**config.mk**
```make
export PLATFORM = sky130hd
export DESIGN_NAME = shift_tx
export DESIGN_NICKNAME = d
export VERILOG_FILES = /design/src/rtl/shift_pkg.sv /design/src/rtl/bit_timer.sv /design/src/rtl/shift_tx.sv
export SDC_FILE = /design/constraint.sdc
export NUM_CORES = 1
export LEC_CHECK = 0
export ABC_AREA = 1
export CAP_MARGIN = 5
export CELL_PAD_IN_SITES_DETAIL_PLACEMENT = 1
export CELL_PAD_IN_SITES_GLOBAL_PLACEMENT = 1
export CORE_AREA = 4 4 51 53
export DETAILED_ROUTE_END_ITERATION = 8
export DIE_AREA = 0 0 55 57
export PLACE_DENSITY = 0.71
export SLEW_MARGIN = 20
export SYNTH_ARGS = -nofsm -noshare
export SYNTH_HDL_FRONTEND = slang
export SYNTH_SLANG_ARGS = --single-unit
```
**constraint.sdc**
```tcl
create_clock -name clk -period 2.1 [get_ports clk]
set_clock_uncertainty 0.15 [all_clocks]
set_input_delay 0.42 -clock clk [delete_from_list [all_inputs] [get_ports clk]]
set_output_delay 0.42 -clock clk [all_outputs]
set_load 0.01 [all_outputs]
```
**src/rtl/shift_pkg.sv**
```systemverilog
// Shared types and shift-register mode encodings for the serial transmit link.
package shift_pkg;

  typedef enum logic [1:0] {
    ST_IDLE  = 2'd0,
    ST_SHIFT = 2'd1,
    ST_DONE  = 2'd2
  } state_e;

  localparam logic [2:0] MODE_LOAD   = 3'b000;
  localparam logic [2:0] MODE_HOLD   = 3'b001;
  localparam logic [2:0] MODE_SHR    = 3'b010;
  localparam logic [2:0] MODE_SHL    = 3'b011;
  localparam logic [2:0] MODE_SHR_IN = 3'b100;
  localparam logic [2:0] MODE_SHL_IN = 3'b101;

  // Mode presented to the receiver: shift-in on a strobe cycle, otherwise hold.
  function automatic logic [2:0] strobe_mode(input logic strobe);
    return strobe ? MODE_SHR_IN : MODE_HOLD;
  endfunction

endpackage

```
**src/rtl/bit_timer.sv**
```systemverilog
// Per-bit clock divider: counts 0..CLKS_PER_BIT-1 and flags the terminal cycle.
module bit_timer #(
  parameter int unsigned CLKS_PER_BIT = 1
) (
  input  logic clk,
  input  logic reset,
  input  logic clear_i,
  input  logic en_i,
  output logic tick_o,
  output logic tick_next_c
);

  localparam int unsigned CW = (CLKS_PER_BIT > 1) ? $clog2(CLKS_PER_BIT) : 1;
  localparam logic [CW-1:0] TERM = CW'(CLKS_PER_BIT - 1);

  logic [CW-1:0] cnt_q, cnt_d;
  logic          tick_q;

  // Clear wins over counting; the count wraps to zero after the terminal value.
  always_comb begin
    cnt_d = cnt_q;
    if (clear_i) begin
      cnt_d = '0;
    end else if (en_i) begin
      cnt_d = (cnt_q == TERM) ? '0 : cnt_q + CW'(1);
    end
  end

  assign tick_next_c = (cnt_d == TERM);

  always_ff @(posedge clk or posedge reset) begin
    if (reset) begin
      cnt_q  <= '0;
      tick_q <= (CLKS_PER_BIT == 1);
    end else begin
      cnt_q  <= cnt_d;
      tick_q <= tick_next_c;
    end
  end

  assign tick_o = tick_q;

endmodule

```
**src/rtl/shift_tx.sv**
```systemverilog
// Parallel-in, serial-out transmitter feeding a shift register's serial input,
// LSB first, with matching mode/enable strobes; all outputs registered.
module shift_tx
  import shift_pkg::*;
#(
  parameter int unsigned WIDTH        = 4,
  parameter int unsigned CLKS_PER_BIT = 1
) (
  input  logic             clk,
  input  logic             reset,
  input  logic             start,
  input  logic [WIDTH-1:0] data,
  output logic             ready,
  output logic             serbit,
  output logic [2:0]       sr_mode,
  output logic             sr_enable,
  output logic             done
);

  localparam int unsigned      BCW      = $clog2(WIDTH + 1);
  localparam logic [BCW-1:0]   LAST_BIT = BCW'(WIDTH - 1);

  state_e           state_q, state_d;
  logic [WIDTH-1:0] shadow_q, shadow_d;
  logic [BCW-1:0]   bit_cnt_q, bit_cnt_d;
  logic [WIDTH-1:0] shifted;

  logic             tmr_clear, tmr_en, tmr_tick, tmr_tick_next;

  logic             ready_q, ready_d;
  logic             serbit_q, serbit_d;
  logic [2:0]       mode_q, mode_d;
  logic             enable_q, enable_d;
  logic             done_q, done_d;

  bit_timer #(
    .CLKS_PER_BIT(CLKS_PER_BIT)
  ) u_bit_timer (
    .clk        (clk),
    .reset      (reset),
    .clear_i    (tmr_clear),
    .en_i       (tmr_en),
    .tick_o     (tmr_tick),
    .tick_next_c(tmr_tick_next)
  );

  // Next state, then outputs decoded from the next state so they land registered
  // in the cycle they describe.
  always_comb begin
    state_d   = state_q;
    shadow_d  = shadow_q;
    bit_cnt_d = bit_cnt_q;
    tmr_clear = 1'b0;
    tmr_en    = 1'b0;

    unique case (state_q)
      ST_IDLE: begin
        tmr_clear = 1'b1;
        if (start) begin
          shadow_d  = data;
          bit_cnt_d = '0;
          state_d   = ST_SHIFT;
        end
      end
      ST_SHIFT: begin
        tmr_en = 1'b1;
        if (tmr_tick) begin
          bit_cnt_d = bit_cnt_q + BCW'(1);
          if (bit_cnt_q == LAST_BIT) begin
            state_d = ST_DONE;
          end
        end
      end
      ST_DONE: begin
        tmr_clear = 1'b1;
        bit_cnt_d = '0;
        state_d   = ST_IDLE;
      end
      default: begin
        state_d = ST_IDLE;
      end
    endcase

    shifted  = shadow_d >> bit_cnt_d;
    ready_d  = (state_d == ST_IDLE);
    serbit_d = (state_d == ST_SHIFT) && shifted[0];
    enable_d = (state_d == ST_SHIFT) && tmr_tick_next;
    mode_d   = strobe_mode(enable_d);
    done_d   = (state_d == ST_DONE);
  end

  always_ff @(posedge clk or posedge reset) begin
    if (reset) begin
      state_q   <= ST_IDLE;
      shadow_q  <= '0;
      bit_cnt_q <= '0;
      ready_q   <= 1'b1;
      serbit_q  <= 1'b0;
      mode_q    <= MODE_HOLD;
      enable_q  <= 1'b0;
      done_q    <= 1'b0;
    end else begin
      state_q   <= state_d;
      shadow_q  <= shadow_d;
      bit_cnt_q <= bit_cnt_d;
      ready_q   <= ready_d;
      serbit_q  <= serbit_d;
      mode_q    <= mode_d;
      enable_q  <= enable_d;
      done_q    <= done_d;
    end
  end

  assign ready     = ready_q;
  assign serbit    = serbit_q;
  assign sr_mode   = mode_q;
  assign sr_enable = enable_q;
  assign done      = done_q;

  // Output invariants of the link protocol.
  a_enable_mode: assert property (@(posedge clk) disable iff (reset)
    sr_enable |-> (sr_mode == MODE_SHR_IN));
  a_done_single: assert property (@(posedge clk) disable iff (reset)
    done |=> !done);
  a_ready_idle: assert property (@(posedge clk) disable iff (reset)
    ready |-> (!sr_enable && !done));

endmodule

```
==> out/qor.csv, run 1 <==
metric,value,unit
Worst-Skew Late Latency,290,ps
Ys Warns,0,
Final #Nets,113,
die width,55,um
#FFs+latches synth,16,
Post-synth ARST share,100.0,%
Post-synth EDFFs,0,
ANT nets after route,0,
Tcrit/Tclk final,91.10,%
Max stage delay on crit path,530,ps
HP Class,flip-flop to flip-flop,
dpl hpwl,1.289,mm
Routed WL per cell,12.45,um
sequential element share of the synthesized area,52.52,%
n_diodes,0,
Placer Congestion,0.7556,
CTS root buf,clkbuf_4,
Worst-path clk slew,90,ps
Synth area leader,dfrtp_1,
IO Count,14,
leakage power,0.5029,nW
startpoint types,flip-flop,
ratio of cells with drive above 1 in the final layout,18.45,%
Syn Inst Count,89,
WL final,1.631,mm
Area contributors post-synth,"dfrtp_1 (42%), nand2_1 (12%), dfstp_2 (10%)",
Setup TNS,0,ps
initial antenna violation count,0,
synthesized cell area,769.5,um^2
DP Cell Count,127,
status,finished clean,
HP Start,u_bit_timer.cnt_q,
"Hold-fix buffers, CTS",0,
Starting Density,35.82,%
CP Launch Point,ready,
Max Clock Freq,522.7,MHz
Synth cell types,19,
r2r endpoint,serbit,
Die Footprint,0.003135,mm^2
final std cells w/o fill,131,
Die Y,57,um
Sink Count,16,
"commonest non-fill, non-tap cell in the layout",nand2_1,
R2R depth,9,
min Tclk post-route,1913,ps
Worst path depth,1,
peak supply drop,0.6583,mV
Least-Margin Pin Slew,592.6,ps
num rows,17,
number of global-route vias before repair,642,
Maximum Capacitance Violations,0,
Initial DRC Count,1,
Syn-to-layout area delta,22.93,%
CTS Buf Count,3,
final setup fails,0,
routed via count,590,
Final Hold Fails,0,
Hold Crit Depth,1,
top-area cell type share of the netlist area,42.28,%
Post-CTS Setup Repair Bufs,0,
DRT Pass-1 Iters,4,
TritonCTS clock tree,built,
worst slack at placement,258.5,ps
DRC viols,0,
H-tree levels,1,
first-pass GRT wire length,2.891,mm
crit path max-delay cell type,dfstp_2,
"Buf+Inv Stages, Crit Path",1,
Pwr per Cell Area,1446,mW/mm^2
crit path kind,flip-flop to output pin,
GRT Total Usage,13.03,%
final core occ,44.03,%
FF-to-FF Start,bit_cnt_q[0],
worst-path cell chain,clkdlybuf4s50_1,
Max clock buf depth,2,
PortBufs,12,
grt total ovfl,0,
core region area,0.002148,mm^2
setup ws final,186.9,ps
"delay-heaviest family, CP",flip-flops,
post-layout power,1.367,mW
"Net Count, Synth",98,
most frequent cells in the layout,"nand2_1 (25), dfrtp_1 (13), inv_1 (12), clkdlybuf4s50_1 (12), nor2_1 (8)",
Critical Path AT,1340,ps
vias per inst,4.504,
largest net degree at the start of global routing,17,
max-slew violations,0,
required time worst endpoint,1530,ps
Main synth FF type,dfrtp_1,
CTS resizes,0,
RSZ-0062 raised after global routing,no,
element type at the critical path end,output pin,
Reg2Reg Setup Slack,360,ps
Hold EP,u_bit_timer.tick_o,
Crit Path Max Fanout,1,
slew margin rel.,60.45,%
average size of a mapped cell,8.646,um^2
cell families (layout without fill, tap and decap cells):
family	Yosys count	count (layout)	share of synthesized area, %
flip-flops	16	16	52.52
AO/OA/AOI/OAI	5	5	4.715
buffers and inverters	18	32	9.917
AND/OR/NAND/NOR	47	47	29.11
adder cells (fa/ha/maj)	2	2	3.252
other	1	1	0.4873
per-stage QoR:
step           instance area (um^2)  hold slack (ps)
3_3_place_gp                  909.6            231.8
6_report                      945.9            266.1
5_1_grt                       945.9            298.3
3_5_place_dp                  909.6            260.6
2_1_floorplan                 769.5            181.6
4_1_cts                       945.9            276.6
state kept, by name, summed over array words and instances, names as in the netlist:
name,count
bit_cnt_q,3
ready,1
done,1
serbit,1
u_bit_timer.cnt_q,1
sr_mode,2
shadow_q,4
state_q,2
u_bit_timer.tick_o,1
final cells by class:
cell class	instances	area [um^2]
Tap cell	28	35.03
Clock buffer	4	36.28
Sequential cell	16	404.1
Multi-Input combinational cell	55	289.0
Fill cell	266	1202
Timing Repair Buffer	12	120.1
Inverter	16	61.31
where the power goes:
group          leakage [nW]  internal [mW]  total [mW]  switching (mW)
sequential            0.194          0.439       0.512          0.0723
combinational         0.288          0.266       0.650           0.384
clock                0.0210          0.106       0.206           0.100
synth_stat cells, types with 2 or more instances:
cell,n
nand2_1,25
nand2_2,3
inv_2,3
dfstp_2,3
dfrtp_1,13
ha_1,2
nor2_4,2
nor2_1,8
o21ai_0,3
nand3_1,6
buf_4,2
inv_1,12
metal layers:
| layer | vias to the layer above | part of all wire, % | GRT usage (%) |
|---|---|---|---|
| li1 | 294 | - | - |
| met1 | 289 | 44 | 15.95 |
| met2 | 5 | 53 | 20.95 |
| met3 | 2 | 2.1 | 3.133 |
| met4 | 0 | 1.0 | 6.250 |
| met5 | - | 0 | 0 |
worst max path at each step:
stage	to	slack (ps)
after global placement	serbit	290
after detailed placement	serbit	260
after CTS	ready	170
after floorplan	serbit	580
after global routing	ready	120
final	ready	190
(Power assumes the default switching activity.)
==> run 2, diff against run 1 <==
--- a/config.mk
+++ b/config.mk
@@ -6,7 +6,7 @@
 export NUM_CORES = 1
 export LEC_CHECK = 0
 export ABC_AREA = 1
-export CAP_MARGIN = 5
+export CAP_MARGIN = 25
 export CELL_PAD_IN_SITES_DETAIL_PLACEMENT = 1
 export CELL_PAD_IN_SITES_GLOBAL_PLACEMENT = 1
 export CORE_AREA = 4 4 51 53
==> results of run 2 <==
The final DEF is identical to that of run 1; final timing and power are the same.
